### src/rtl/bcd_counter_display.sv
// Four-digit BCD up-counter with a multiplexed seven-segment scan driver.
// The count advances on en, clears on clr, and wraps 9999 -> 0000 with a
// one-cycle carry_out pulse. The scan side free-runs: every SCAN_DIV cycles it
// selects the next digit on an, and seg shows the decode of that digit.
module bcd_counter_display #(
    parameter int SCAN_DIV = 4
) (
    input  logic        clk,
    input  logic        rst,
    input  logic        en,
    input  logic        clr,
    output logic [15:0] bcd,
    output logic        carry_out,
    output logic [6:0]  seg,
    output logic [3:0]  an
);

    localparam logic [15:0] PRESC_MAX = 16'(SCAN_DIV - 1);

    logic [15:0] bcd_q,   bcd_d;
    logic        carry_q, carry_d;
    logic [15:0] presc_q, presc_d;
    logic [1:0]  idx_q,   idx_d;
    logic [3:0]  an_q,    an_d;

    logic        lower_nines;
    logic [3:0]  digit_sel;

    // Next count: clr wins over en; each digit steps only when all lower digits are 9.
    always_comb begin
        // NOTE: every signal driven here gets a default first, so no path leaves it unassigned and no latch is inferred.
        bcd_d       = bcd_q;
        carry_d     = 1'b0;
        lower_nines = 1'b1;
        if (clr) begin
            bcd_d = '0;
        end else if (en) begin
            for (int k = 0; k < 4; k++) begin
                if (lower_nines) begin
                    // A 9, or any out-of-range code, rolls over to 0.
                    bcd_d[k*4 +: 4] = (bcd_q[k*4 +: 4] >= 4'd9) ? 4'd0 : bcd_q[k*4 +: 4] + 4'd1;
                end
                lower_nines = lower_nines && (bcd_q[k*4 +: 4] == 4'd9);
            end
            // All four digits were 9: this edge is the 9999 -> 0000 wrap.
            carry_d = lower_nines;
        end
    end

    // Next scan state: prescaler free-runs and advances the digit index on its terminal count.
    always_comb begin
        presc_d = presc_q + 16'd1;
        idx_d   = idx_q;
        if (presc_q == PRESC_MAX) begin
            presc_d = '0;
            idx_d   = idx_q + 2'd1;
        end
        an_d = 4'b0001 << idx_d;
    end

    // State registers with synchronous active-high reset.
    always_ff @(posedge clk) begin
        // NOTE: sequential state uses non-blocking assignments so all registers update together at the edge.
        if (rst) begin
            bcd_q   <= '0;
            carry_q <= 1'b0;
            presc_q <= '0;
            idx_q   <= '0;
            an_q    <= 4'b0001;
        end else begin
            bcd_q   <= bcd_d;
            carry_q <= carry_d;
            presc_q <= presc_d;
            idx_q   <= idx_d;
            an_q    <= an_d;
        end
    end

    // Pick the digit that the registered anode select is currently lighting.
    always_comb begin
        case (an_q)
            4'b0001: digit_sel = bcd_q[3:0];
            4'b0010: digit_sel = bcd_q[7:4];
            4'b0100: digit_sel = bcd_q[11:8];
            4'b1000: digit_sel = bcd_q[15:12];
            default: digit_sel = bcd_q[3:0];
        endcase
    end

    // Seven-segment decode {a,b,c,d,e,f,g}; non-decimal codes show a lone dash.
    always_comb begin
        case (digit_sel)
            4'd0:    seg = 7'h7E;
            4'd1:    seg = 7'h30;
            4'd2:    seg = 7'h6D;
            4'd3:    seg = 7'h79;
            4'd4:    seg = 7'h33;
            4'd5:    seg = 7'h5B;
            4'd6:    seg = 7'h5F;
            4'd7:    seg = 7'h70;
            4'd8:    seg = 7'h7F;
            4'd9:    seg = 7'h7B;
            default: seg = 7'h01;
        endcase
    end

    assign bcd       = bcd_q;
    assign carry_out = carry_q;
    assign an        = an_q;

endmodule
### config.mk
export PLATFORM = sky130hd
export DESIGN_NAME = bcd_counter_display
export DESIGN_NICKNAME = d
export VERILOG_FILES = /design/src/rtl/bcd_counter_display.sv
export SDC_FILE = /design/constraint.sdc
export NUM_CORES = 1
export LEC_CHECK = 0
export ABC_AREA = 1
export CAP_MARGIN = 20
export CORE_MARGIN = 5
export CORE_UTILIZATION = 50
export CTS_BUF_LIST = sky130_fd_sc_hd__clkbuf_4 sky130_fd_sc_hd__clkbuf_8 sky130_fd_sc_hd__clkbuf_16
export DETAILED_ROUTE_END_ITERATION = 6
export PLACE_DENSITY = 0.72
export SYNTH_ARGS = -nofsm -noshare
export SYNTH_HDL_FRONTEND = slang
export SYNTH_SLANG_ARGS = --single-unit
### constraint.sdc
create_clock -name clk -period 2.4 [get_ports clk]
set_clock_uncertainty 0.15 [all_clocks]
set_input_delay 0.6 -clock clk [delete_from_list [all_inputs] [get_ports clk]]
set_output_delay 0.6 -clock clk [all_outputs]
set_load 0.005 [all_outputs]
# After elaboration in Yosys (flattened, before gate mapping)
# Memory sizes are Yosys's and may differ from the RTL's.
# Cells that the tools add are included.
dict set report op_classes {
  bitwise_logic 1
  shift 1
  add_sub_neg 6
  n_lt_le_gt_ge 4
  mul 0
  n_reduce_logical 9
  eq_ne 8
  n_mux 6
  n_div 0
}
# op count
set ops {}
lappend ops {{$eq 4x4->1 const B} 5}
lappend ops {{$add 16x1->16 const B} 1}
lappend ops {{$add 4x1->4 const B} 4}
lappend ops {{$eq 16x2->1 const B} 1}
lappend ops {{$ge 4x4->1 const B} 4}
lappend ops {{$mux 4} 4}
lappend ops {{$pmux 4 s3} 1}
lappend ops {{$reduce_and 2->1} 3}
lappend ops {{$eq 4x2->1 const B} 1}
lappend ops {{$eq 4x3->1 const B} 1}
lappend ops {{$reduce_or 2->1} 2}
lappend ops {{$shl 1x2->4 const A} 1}
lappend ops {{$logic_and 1x1->1} 3}
lappend ops {{$reduce_or 3->1} 1}
lappend ops {{$add 2x1->2 const B} 1}
lappend ops {{$mux 2} 1}
lappend ops {{$not 1->1} 1}
dict set report totals {
  ff_bits 39
  rom_bits 112
  output_inout_bits 28
  ram_bits 0
  latch_bits 0
  memories 1
  in_bits 4
  elab_cells 44
}
# memory words width read_ports rd_ports_with_merged_regs write_ports line_no
set mem_list {}
lappend mem_list {{(no name shown)} 16 7 1 0 0 92} ;# case (digit_sel)

# Longest topological paths before layout
# Gate-level depths: netlist (run 1).
dict set report depth {
  word_depth 4
  mapped_depth 14
  mapped_depth_nobuf 14
}

# Least setup slack after synthesis (run 1)
# OpenSTA, ideal clock, no wires.
dict set report synth_path {
  path_type {register -> output}
  startpoint {register an_q[1], in the netlist an[1]}
  endpoint {output seg[1]}
  t_arrival_ps 1544
  slack_ps 106
  path_buffers 0
  stages_incl_launch_ff 13
  required_ps 1650
  path_cell_list {dfxtp_1 inv_1 nor2_1 nand2_1 nand3_1 nor2_1 nor2_1 inv_1 ha_1 nand3_1 nand2_1 nand2_1 nand2_1}
}
dict set report synth_between {
  elab_chain_cells 3
  elab_cells_between_ends 5
  classes_between {eq/ne: 3; mux: 1; memory: 1}
}
# element line_no
set synth_rtl {}
lappend synth_rtl {{start, declared} 24} ;# logic [3:0] an_q, an_d;
lappend synth_rtl {{start signal, assigned} 75} ;# an_q <= an_d;
lappend synth_rtl {{$eq 4x4->1 (tied with other cells)} 81} ;# case (an_q)
lappend synth_rtl {{$pmux 4 s3 *} 81}
lappend synth_rtl {{$mem_v2 16x7 *} --}
lappend synth_rtl {{end, declared} 14} ;# output logic [6:0] seg,
# Mark *: on every way between the ends. The rest lies on a longest branch, timed or not.

# Final worst setup path (run 1)
dict set report layout_path {
  startpoint {register an_q[2], in the netlist an[2]}
  endpoint {output seg[2]}
}
# Same word-level chain as after synthesis.

==> results of run 1 <==
## power by group through the flow
stage               clock [W]  sequential (W)  combinational (W)
floorplan                   0        0.000683          0.0000694
global placement            0        0.000683           0.000116
detailed placement          0        0.000683           0.000118
CTS                  0.000674        0.000667           0.000128
global route         0.000700        0.000670           0.000151
finish               0.000658        0.000668           0.000134
## per-layer routing
metal  vias up  share of wire (%)
met5         -                  0
met4         0               0.90
met3         4                3.6
met2        46                 51
met1      1053                 45
li1       1203                  -
## per-stage QoR
stage          worst slack, ps  cell area [um2]
6_report                  -375             3280
5_1_grt                   -469             3280
4_1_cts                   -305             3240
3_5_place_dp              -469             2980
3_3_place_gp              -396             2980
2_1_floorplan              106             2390
## layout make-up
cell class | instances | area share (%)
multi-input cells | 235 | 46.3
flip-flops and latches | 39 | 24.2
repair buffers | 65 | 16.5
inverters | 56 | 6.78
clock buffers | 5 | 2.10
clock inverters | 3 | 2.06
well taps | 54 | 2.06
## flip-flops by register name, indices dropped and copies added (netlist names)
register and count:
carry_out 1, presc_q 16, an 4, bcd 16, idx_q 2
## repair_timing
action,CTS,global route
setup buffers,5,0
hold buffers,0,0
gates resized for setup,68,12
endpoints found under the setup margin,7,7
pin swaps,17,9
## kinds of logic (layout without fill, tap and decap cells)
family / Yosys count / in the layout / share of synthesized area, %
buffers and inverters: 57 / 129 / 9.36
flip-flops: 39 / 39 / 32.6
AO/OA/AOI/OAI: 29 / 29 / 7.16
AND/OR/NAND/NOR: 179 / 179 / 38.0
adder cells (fa/ha/maj): 19 / 19 / 9.93
XOR/XNOR: 8 / 8 / 2.93
## worst register-to-register path: cells and delay by family (launching register included)
| kind | cells | cell delay (ps) |
|---|---|---|
| compound gates | 2 | 250 |
| fa+ha+maj | 1 | 190 |
| buf+inv | 3 | 330 |
| flops | 1 | 330 |
| simple gates | 4 | 480 |
## worst max path at each step
stage | end | depth (start not counted)
after detailed placement | seg[3] | 14
after CTS | seg[1] | 16
after global placement | seg[6] | 14
after floorplan | seg[1] | 12
after global routing | seg[3] | 13
final | seg[2] | 14
## cell usage in the layout (no fill, tap or decap), types with 10 or more instances in the layout
| cell | Yosys | final |
|---|---|---|
| nand2_1 | 56 | 49 |
| nand3_1 | 25 | 25 |
| clkdlybuf4s50_1 | 0 | 24 |
| ha_1 | 19 | 13 |
| inv_1 | 50 | 43 |
| a21oi_1 | 13 | 13 |
| nand4_1 | 12 | 12 |
| nand2_2 | 8 | 13 |
| dfxtp_1 | 39 | 35 |
| nor2_1 | 42 | 36 |
| buf_4 | 0 | 31 |
| inv_2 | 5 | 10 |
| nor3_1 | 11 | 10 |
==> results.txt, run 1 <==
----------------------------------------------------
[Worst setup path]
  Family with the most delay on the worst path ... simple AND/OR/NAND/NOR gates
  Cell at the slowest stage of the critical path ... dfxtp_4
  Data arrival time at the worst-slack endpoint ... 2020 ps
  Cell type with the highest occurrence count on the critical path ... nand3_1
  Start point of the critical path ... an[2]
  Worst setup EP type ... primary output
  Largest fanout on the critical path ... 4
  WS Path Type ... reg -> out
  Worst reg-to-reg path cell count ... 10
  Crit path launch type ... flop
  Worst Path Required ... 1650 ps
  Launching point of the worst reg2reg path ... bcd[1]
  R2r endpoint ... bcd[12]
  Flop-to-flop setup slack ... 570 ps
  Combined buffer and inverter count along the critical path ... 5
  Delay of the slowest cell on the worst path ... 400 ps
  Cell breakdown of the critical path ... inv_2, nor2_4, nand3_1, nand3_1, nor2_2, nor2_2, buf_4, inv_6, ha_2, inv_1, nand2_1, nand3_1, nand2_1, buf_2

[Routing]
  Detailed-routing iteration count for the pre-antenna-repair pass ... 4
  Routed Wire Length ... 5690 um
  Average vias per placed instance ... 5.05
  Number of nets with antenna violations after routing ... 0
  Routed wire per std cell ... 12.4 um
  Remaining DRCs ... 0
  Total vias in the final route ... 2306
  Number of DRC markers in iteration 0 ... 98

[Synth]
  Area share of the largest cell type after synthesis ... 32.6%
  Sequential cell area fraction in the yosys report ... 32.6%
  Distinct cell type count after synthesis ... 34
  FF+latch count, synth ... 39
  Syn Std Cell Area ... 2390 um2
  Number of instances in the synthesized netlist ... 331
  Number of enable flip-flop cells after synthesis ... 0
  Async S/R FF share, synth ... 0%
  Total nets after synthesis ... 354
  Most used flip-flop cell after synthesis ... dfxtp_1
  Syn. warnings ... 0
  Most common cell in the synthesized netlist ... nand2_1
  Cell taking the most area after synthesis ... dfxtp_1
  Commonest cells post-synth ... nand2_1 (56), inv_1 (50), nor2_1 (42)
  Post-synthesis area per instance ... 7.23 um2
  Top area cells in the synthesized netlist ... dfxtp_1 (33%), ha_1 (9.9%), nand2_1 (8.8%)

[Outcome]
  Failing checks ... negative setup slack
  Outcome ... finished with violations

[Power and ir drop]
  Overall power after layout ... 0.00146 W
  Switching fraction of total power ... 22.5%
  Share of power burned in combinational logic ... 9.2%
  Cell-internal power ... 0.00113 W
  Net Sw Power ... 0.000328 W
  Pwr/cell area ... 445 nW/um2
  VDD IR-drop max ... 467 uV
  Static leakage power ... 1.38 nW
  Clock network fraction of design power ... 45.1%
  Proportion of power drawn by flip-flops and latches ... 45.7%

[Place]
  Detailed Place HPWL ... 3980 um
  PortBufs ... 31
  Weighted congestion reported at the end of routability-driven placement ... 0.852
  Number of cells after detailed placement ... 444

[Layout]
  Fin nets ... 425
  Multi-input gate area in the final layout ... 1520 um2
  Post-layout utilization of the core ... 70.0%
  FF/Latch Area ... 793 um2
  P&R area growth vs syn ... 37.2%
  Antenna cells ... 0
  Filler Cell Count ... 394
  Non-Filler Instances ... 457
  Fraction of final layout cells with drive strength greater than 1 ... 28.3%

[Global routing]
  Grt peak-use layer ... met2
  Largest net degree at the start of global routing ... 16
  Total global routing track utilization ... 19.5%
  Final global-route overflow total ... 0
  M2 GR Usage ... 33.8%
  M1 GR Usage ... 23.2%
  Initial antenna violation count ... 0
  Met3 track demand over resource in global routing ... 4.31%
  Wire length of the first global-routing pass ... 9870 um
  Number of global-route vias before repair ... 2239

[Timing]
  Final critical delay including setup and external delays ... 2770 ps
  Slew headroom ... 68.2%
  Worst-case setup margin in the final layout ... -375 ps
  Slew Viols, Final ... 0
  Setup TNS after final layout ... -2280 ps
  Worst Hold Slack ... 299 ps
  Final setup violation count ... 7
  Hold violation count in the final report ... 0
  Setup repair after global routing missed its margin ... true
  Max frequency ... 360 MHz
  Final worst path period share ... 116%
  Transition time at the pin with the least slew margin ... 474 ps

[Min path]
  Cell count of the worst hold path ... 1
  Hold Path End ... an[1]
  Hold crit path type ... reg -> reg
  Startpoint of the tightest hold check path ... idx_q[1]

[Clocking]
  Bufs on Longest Clock Path ... 2
  CTS HTree Levels ... 2
  Clock insertion delay at the later pin of the skew report ... 300 ps
  CTS tree ... yes
  Clock sink count ... 39
  Clock tree root buffer cell ... clkbuf_8
  CTS Buf Count ... 5
  Clock transition time at the flip-flop clock pins of the worst setup and hold paths ... 90 ps

[Floorplanning]
  Die Footprint ... 6270 um2
  Placeable core region ... 4690 um2
  Cell Rows ... 25
  Die span in x ... 79.2 um
  Starting Density ... 51.0%
  I/O pin cnt ... 32
  Die height ... 79.2 um

[Flow run]
  # Max-Cap Violations ... 0

----------------------------------------------------
Power figures use the tool's default switching activity.
==> run 2: changes to the inputs <==
- SLEW_MARGIN: unset -> 40
==> results of run 2 <==
Same layout as run 1: the final DEF is identical, and so are final timing and power.
